--- config.mk ---
export PLATFORM = sky130hd
export DESIGN_NAME = mobius_inv_seq_flat
export DESIGN_NICKNAME = d
export VERILOG_FILES = /design/src/rtl/mobius_inv_seq_if.sv /design/src/rtl/mobius_inv_seq.sv /design/src/flat_wrapper.sv
export SDC_FILE = /design/constraint.sdc
export NUM_CORES = 2
export LEC_CHECK = 0
export ABC_AREA = 0
export CAP_MARGIN = 20
export CORE_AREA = 8 8 397 399
export CTS_CLUSTER_DIAMETER = 60
export CTS_CLUSTER_SIZE = 25
export DETAILED_ROUTE_END_ITERATION = 16
export DIE_AREA = 0 0 405 407
export HOLD_SLACK_MARGIN = 0.08
export PLACE_DENSITY = 0.51
export SLEW_MARGIN = 15
export SYNTH_ARGS = -nofsm -noshare
export SYNTH_HDL_FRONTEND = slang
export SYNTH_SLANG_ARGS = --single-unit
--- constraint.sdc ---
create_clock -name clk -period 2.09 [get_ports clk]
set_input_delay 0.418 -clock clk [delete_from_list [all_inputs] [get_ports clk]]
set_output_delay 0.418 -clock clk [all_outputs]
set_load 0.01 [all_outputs]
--- src/rtl/mobius_inv_seq_if.sv ---
// Start/done handshake bundle for mobius_inv_seq.
// start is a request pulse taken only while the core is idle; done is a
// one-cycle pulse that marks outputs valid, and outputs then holds until
// the next accepted start. state_dbg mirrors the control FSM state.
interface mobius_inv_seq_if #(
   parameter int N = 512
);
   logic         start;
   logic [0:N-1] inputs;
   logic         busy;
   logic         done;
   logic [0:N-1] outputs;
   logic [1:0]   state_dbg;

   modport master (
      output start,
      output inputs,
      input  busy,
      input  done,
      input  outputs,
      input  state_dbg
   );

   modport slave (
      input  start,
      input  inputs,
      output busy,
      output done,
      output outputs,
      output state_dbg
   );
endinterface

--- src/rtl/mobius_inv_seq.sv ---
// Iterative inverse Moebius transform over GF(2), one round per clock.
// Vectors are indexed [0:N-1] with element 0 leftmost. An inverse round
// de-interleaves the vector and then XORs the lower half into the upper half.
// Optional macro UNROLL2_EN chains two rounds per clock, with a single round
// in the final cycle when log2_N is odd.
module mobius_inv_seq #(
   parameter int N      = 512,
   parameter int log2_N = 9
) (
   input logic             clk,
   input logic             rst_n,
   mobius_inv_seq_if.slave bus
);
   localparam int CW = $clog2(log2_N + 1);
   localparam logic [CW-1:0] LAST = CW'(log2_N - 1);
`ifdef UNROLL2_EN
   localparam logic [CW-1:0] LAST_M1 = CW'(log2_N - 2);
`endif

   typedef enum logic [1:0] {
      S_IDLE = 2'd0,
      S_RUN  = 2'd1,
      S_DONE = 2'd2
   } state_t;

   state_t        state, state_nxt;
   logic [CW-1:0] cnt;
   logic [CW-1:0] step;
   logic [0:N-1]  work;
   logic [0:N-1]  work_nxt;
   logic [0:N-1]  out_q;
   logic          last_cycle;
`ifdef UNROLL2_EN
   logic [0:N-1]  one_round;
   logic [0:N-1]  two_rounds;
`endif

   // De-interleave (even elements to the low half, odd to the high half),
   // then XOR each low-half element into its high-half partner.
   function automatic logic [0:N-1] inv_round(input logic [0:N-1] v);
      logic [0:N-1] m;
      logic [0:N-1] w;
      for (int i = 0; i < N / 2; i++) begin
         m[i]       = v[2 * i];
         m[i + N/2] = v[2 * i + 1];
      end
      for (int i = 0; i < N / 2; i++) begin
         w[i]       = m[i];
         w[i + N/2] = m[i + N/2] ^ m[i];
      end
      return w;
   endfunction

`ifdef UNROLL2_EN
   // Two rounds per cycle; an odd round count finishes with one round at cnt==LAST.
   always_comb begin
      one_round  = inv_round(work);
      two_rounds = inv_round(one_round);
      if (cnt == LAST) begin
         work_nxt = one_round;
         step     = CW'(1);
      end else begin
         work_nxt = two_rounds;
         step     = CW'(2);
      end
      last_cycle = (cnt >= LAST_M1);
   end
`else
   // One round per cycle; the round with cnt==LAST is the final one.
   always_comb begin
      work_nxt   = inv_round(work);
      step       = CW'(1);
      last_cycle = (cnt == LAST);
   end
`endif

   // State register.
   always_ff @(posedge clk or negedge rst_n) begin
      if (!rst_n) state <= S_IDLE;
      else        state <= state_nxt;
   end

   // Next-state logic: start is only honoured in IDLE.
   always_comb begin
      state_nxt = state;
      case (state)
         S_IDLE:  if (bus.start) state_nxt = S_RUN;
         S_RUN:   if (last_cycle) state_nxt = S_DONE;
         S_DONE:  state_nxt = S_IDLE;
         default: state_nxt = S_IDLE;
      endcase
   end

   // Status outputs decoded from the state.
   always_comb begin
      bus.busy      = (state == S_RUN);
      bus.done      = (state == S_DONE);
      bus.state_dbg = state;
   end

   // Datapath: capture on accept, iterate during RUN, publish on the final round.
   always_ff @(posedge clk or negedge rst_n) begin
      if (!rst_n) begin
         work  <= '0;
         cnt   <= '0;
         out_q <= '0;
      end else begin
         if (state == S_IDLE && bus.start) begin
            work <= bus.inputs;
            cnt  <= '0;
         end else if (state == S_RUN) begin
            work <= work_nxt;
            cnt  <= cnt + step;
            if (last_cycle) out_q <= work_nxt;
         end
      end
   end

   assign bus.outputs = out_q;

endmodule

--- src/flat_wrapper.sv ---
// flat-port wrapper written by rule: the top's interface ports become plain ports
module mobius_inv_seq_flat 
#(
   parameter int N      = 512,
   parameter int log2_N = 9
)
  (clk, rst_n, bus_start, bus_inputs, bus_busy, bus_done, bus_outputs, bus_state_dbg);
  mobius_inv_seq_if #(.N(N)) bus_i ();
  input logic clk;
  input logic rst_n;
  input wire logic [$bits(bus_i.start)-1:0] bus_start;
  input wire logic [$bits(bus_i.inputs)-1:0] bus_inputs;
  output wire logic [$bits(bus_i.busy)-1:0] bus_busy;
  output wire logic [$bits(bus_i.done)-1:0] bus_done;
  output wire logic [$bits(bus_i.outputs)-1:0] bus_outputs;
  output wire logic [$bits(bus_i.state_dbg)-1:0] bus_state_dbg;
  assign bus_i.start = bus_start;
  assign bus_i.inputs = bus_inputs;
  assign bus_busy = bus_i.busy;
  assign bus_done = bus_i.done;
  assign bus_outputs = bus_i.outputs;
  assign bus_state_dbg = bus_i.state_dbg;
  mobius_inv_seq #(.N(N), .log2_N(log2_N)) u_core (.clk(clk), .rst_n(rst_n), .bus(bus_i));
endmodule
==> metrics <==
status complete, but fails checks; failing checks negative setup slack; sequential share of the synthesized area 58.4%; Net Sw Frac 42.1%; Worst-path clk slew 0.07 ns; Synth area leaders dfrtp_1 (58%), mux2_2 (12%), a221o_1 (5.8%), xor2_1 (5.1%), a22oi_1 (4.3%); Worst-Skew Late Latency 0.75 ns; antenna violations before repair 62; H-tree levels 3; r2r startpoint u_core.bus.state_dbg[0]; Synth async-reset ratio 100%; Max Root-Sink Buffers 3; cells after synthesis 3,388; Overall Global Routing Usage 25.7%; Setup Crit Path Kind reg -> out; CTS Buf Count 109; Fill cells 14.5k; most frequent cell after synthesis dfrtp_1; Layout Nets 5,080; core footprint 151,000 um^2; sequential fraction of design power 35.4%; global-route wire length before repair 302,000 um; Placed Area 58,500 um^2; grt ovf 0; CP delay by family, top flip-flops; hold slack 0.216 ns; internal power 66,400 uW; share of cells above drive strength 1 21.7%; post-route setup TNS -0.0678 ns; worst slew pin tran 1.22 ns; Post-Syn Nets 3,905; Worst Skew 0.0614 ns; RSZ-0062 raised after global routing true; CP Cell Sequence buf_12 -> buf_8 -> nor2b_4 -> buf_6; final hold vios 0; Synth top area share 58.4%; crit-path max cell delay 0.53 ns; min-delay worst type in -> async; largest net degree at the start of global routing 81; vias in the first global route 36.1k; post-detail-place hpwl 172,000 um; CP max FO 3; Final WS setup -0.0503 ns; Critical-path top delay cell dfrtp_4; crit path capture type output port; Post-synth EDFFs 0; TritonCTS clock tree built; critical path launch point type flip-flop; Detailed Route WL 224,000 um; maxcap violations 0; Final Setup Violations 2; Initial DRC Count 2,796; fin area 63,200 um^2; drt wl/cell 33.3 um; period utilization 102%; CTS sink count 1,030; DIE HEIGHT 407 um; CP required 1.67 ns; WP data arrival 1.72 ns; Netlist cell types 30; Initial Utilization 29.2%; commonest cells in the netlist dfrtp_1 (1,030), mux2_2 (463), o21ai_0 (259); total power density per cell area 1820 nW/um^2; Routed Antenna Nets 0; Die ar. 165,000 um^2; total iterations of the first detailed-routing run 5; DR vias/cell 5.22; minimum clock period 2.14 ns; clock power share 19.0%; P&R area growth vs syn 43.2%; Synth Register Bits 1,030; Root Buffer clkbuf_16; synthesized area 44,100 um^2; Primary FF master, synth dfrtp_1; Synthesis Warnings 0; CP bufs+invs 3; I/O Buffers 1,030; Final Power 115,000 uW; number of remaining DRC errors 0; Comb pwr share 45.6%; slew margin rel. 18.2%; Peak Freq 467 MHz; row cnt 143; Net Switching 48,400 uW; io pins 1,031; DIE WIDTH 405 um; GPL Wtd Cong 0.897; Synth area leader dfrtp_1; Max IR drop VDD 0.865 mV; LEAKAGE 0.0276 uW; Final Max Tran Viols 0; vias 35.1k; CP Launch Point u_core.bus.state_dbg[0]; synthesized area per cell 13.0 um^2
[power groups by stage]
stage	Clock [uW]	Combinational, uW	Sequential (uW)
2_1_floorplan	0	24400	38700
3_3_place_gp	0	54000	41000
3_5_place_dp	0	54600	41100
4_1_cts	22300	52600	40600
5_1_grt	23000	55800	41700
6_report	21800	52300	40700
[logic make-up (layout without fill, tap and decap cells)]
group | count (synthesis) | count (layout) | share of synthesized area (%)
simple gates | 523 | 523 | 6.73
other cells | 0 | 29 | 0
xor+xnor | 256 | 256 | 5.08
flops | 1030 | 1030 | 58.4
buf+inv | 288 | 1559 | 3.39
fa+ha+maj | 2 | 2 | 0.0567
compound gates | 774 | 774 | 13.2
mux | 515 | 515 | 13.1
[cell type report]
cell class	count	area (um^2)	area share (%)
Timing Repair Buffer	1350	13800	21.9
Clock inverter	85	1170	1.85
Clock buffer	122	2880	4.56
Multi-Input combinational cell	2070	16900	26.8
Tap cell	2030	2540	4.02
Sequential cell	1030	25800	40.8
Antenna cell	29	72.6	0.115
Inverter	2	7.51	0.0119
[stage by stage]
step / setup slack, ns / utilization (%) / std cells
final: -0.0503 / 41.8 / 6718
after global routing: -0.117 / 41.8 / 6699
after detailed placement: -0.201 / 38.7 / 6422
after global placement: -0.189 / 38.7 / 6421
after floorplan: 0.326 / - / 3388
after CTS: -0.127 / 41.4 / 6666
[per-layer routing]
layer | vias up | wire length (um) | track usage, % | share of wire (%)
met4 | 38 | 6280 | 6.90 | 2.8
met5 | - | 249 | 0 | 0.11
li1 | 14900 | - | - | -
met2 | 1492 | 107000 | 42.5 | 48
met1 | 18400 | 92000 | 32.9 | 41
met3 | 292 | 18300 | 7.57 | 8.2
[final timing paths]
check | end | slack (ns) | cells past startpoint
min in group clk | u_core.work[0] | 0.30 | 2
setup reg to reg | u_core.bus.outputs[311] | 0 | 10
hold / removal | u_core.bus.outputs[27] | 0.22 | 2
setup / recovery | bus_done | -0.05 | 4
max in group asynchronous | u_core.work[324] | 0.96 | 4
hold reg to reg | u_core.bus.outputs[227] | 0.48 | 1
[sequential cells by signal, indices dropped and copies added, names as in the netlist]
| signal | flops |
|---|---|
| u_core.bus.state_dbg | 2 |
| u_core.bus.outputs | 512 |
| u_core.cnt | 4 |
| u_core.work | 512 |
[layout by cell type (no fill, tap or decap), types with 253 or more instances in the layout]
cell	n
a221o_1	255
a22oi_1	254
clkdlybuf4s50_1	524
dfrtp_1	1027
dlygate4sd2_1	482
mux2_2	461
nand2_1	257
nor3b_1	254
o21ai_0	253
xor2_1	256
[repair_timing]
action | 4_1_cts | 5_1_grt
buffers inserted | 29 | 10
pin swaps | 3 | 2
gates resized for setup | 547 | 31
endpoints found under the setup margin | 555 | 357
hold endpoints to repair | 451 | 0
cloned | 8 | 14
hold buffers | 1 | 0
Note: power is estimated with default switching activity, not from simulation.
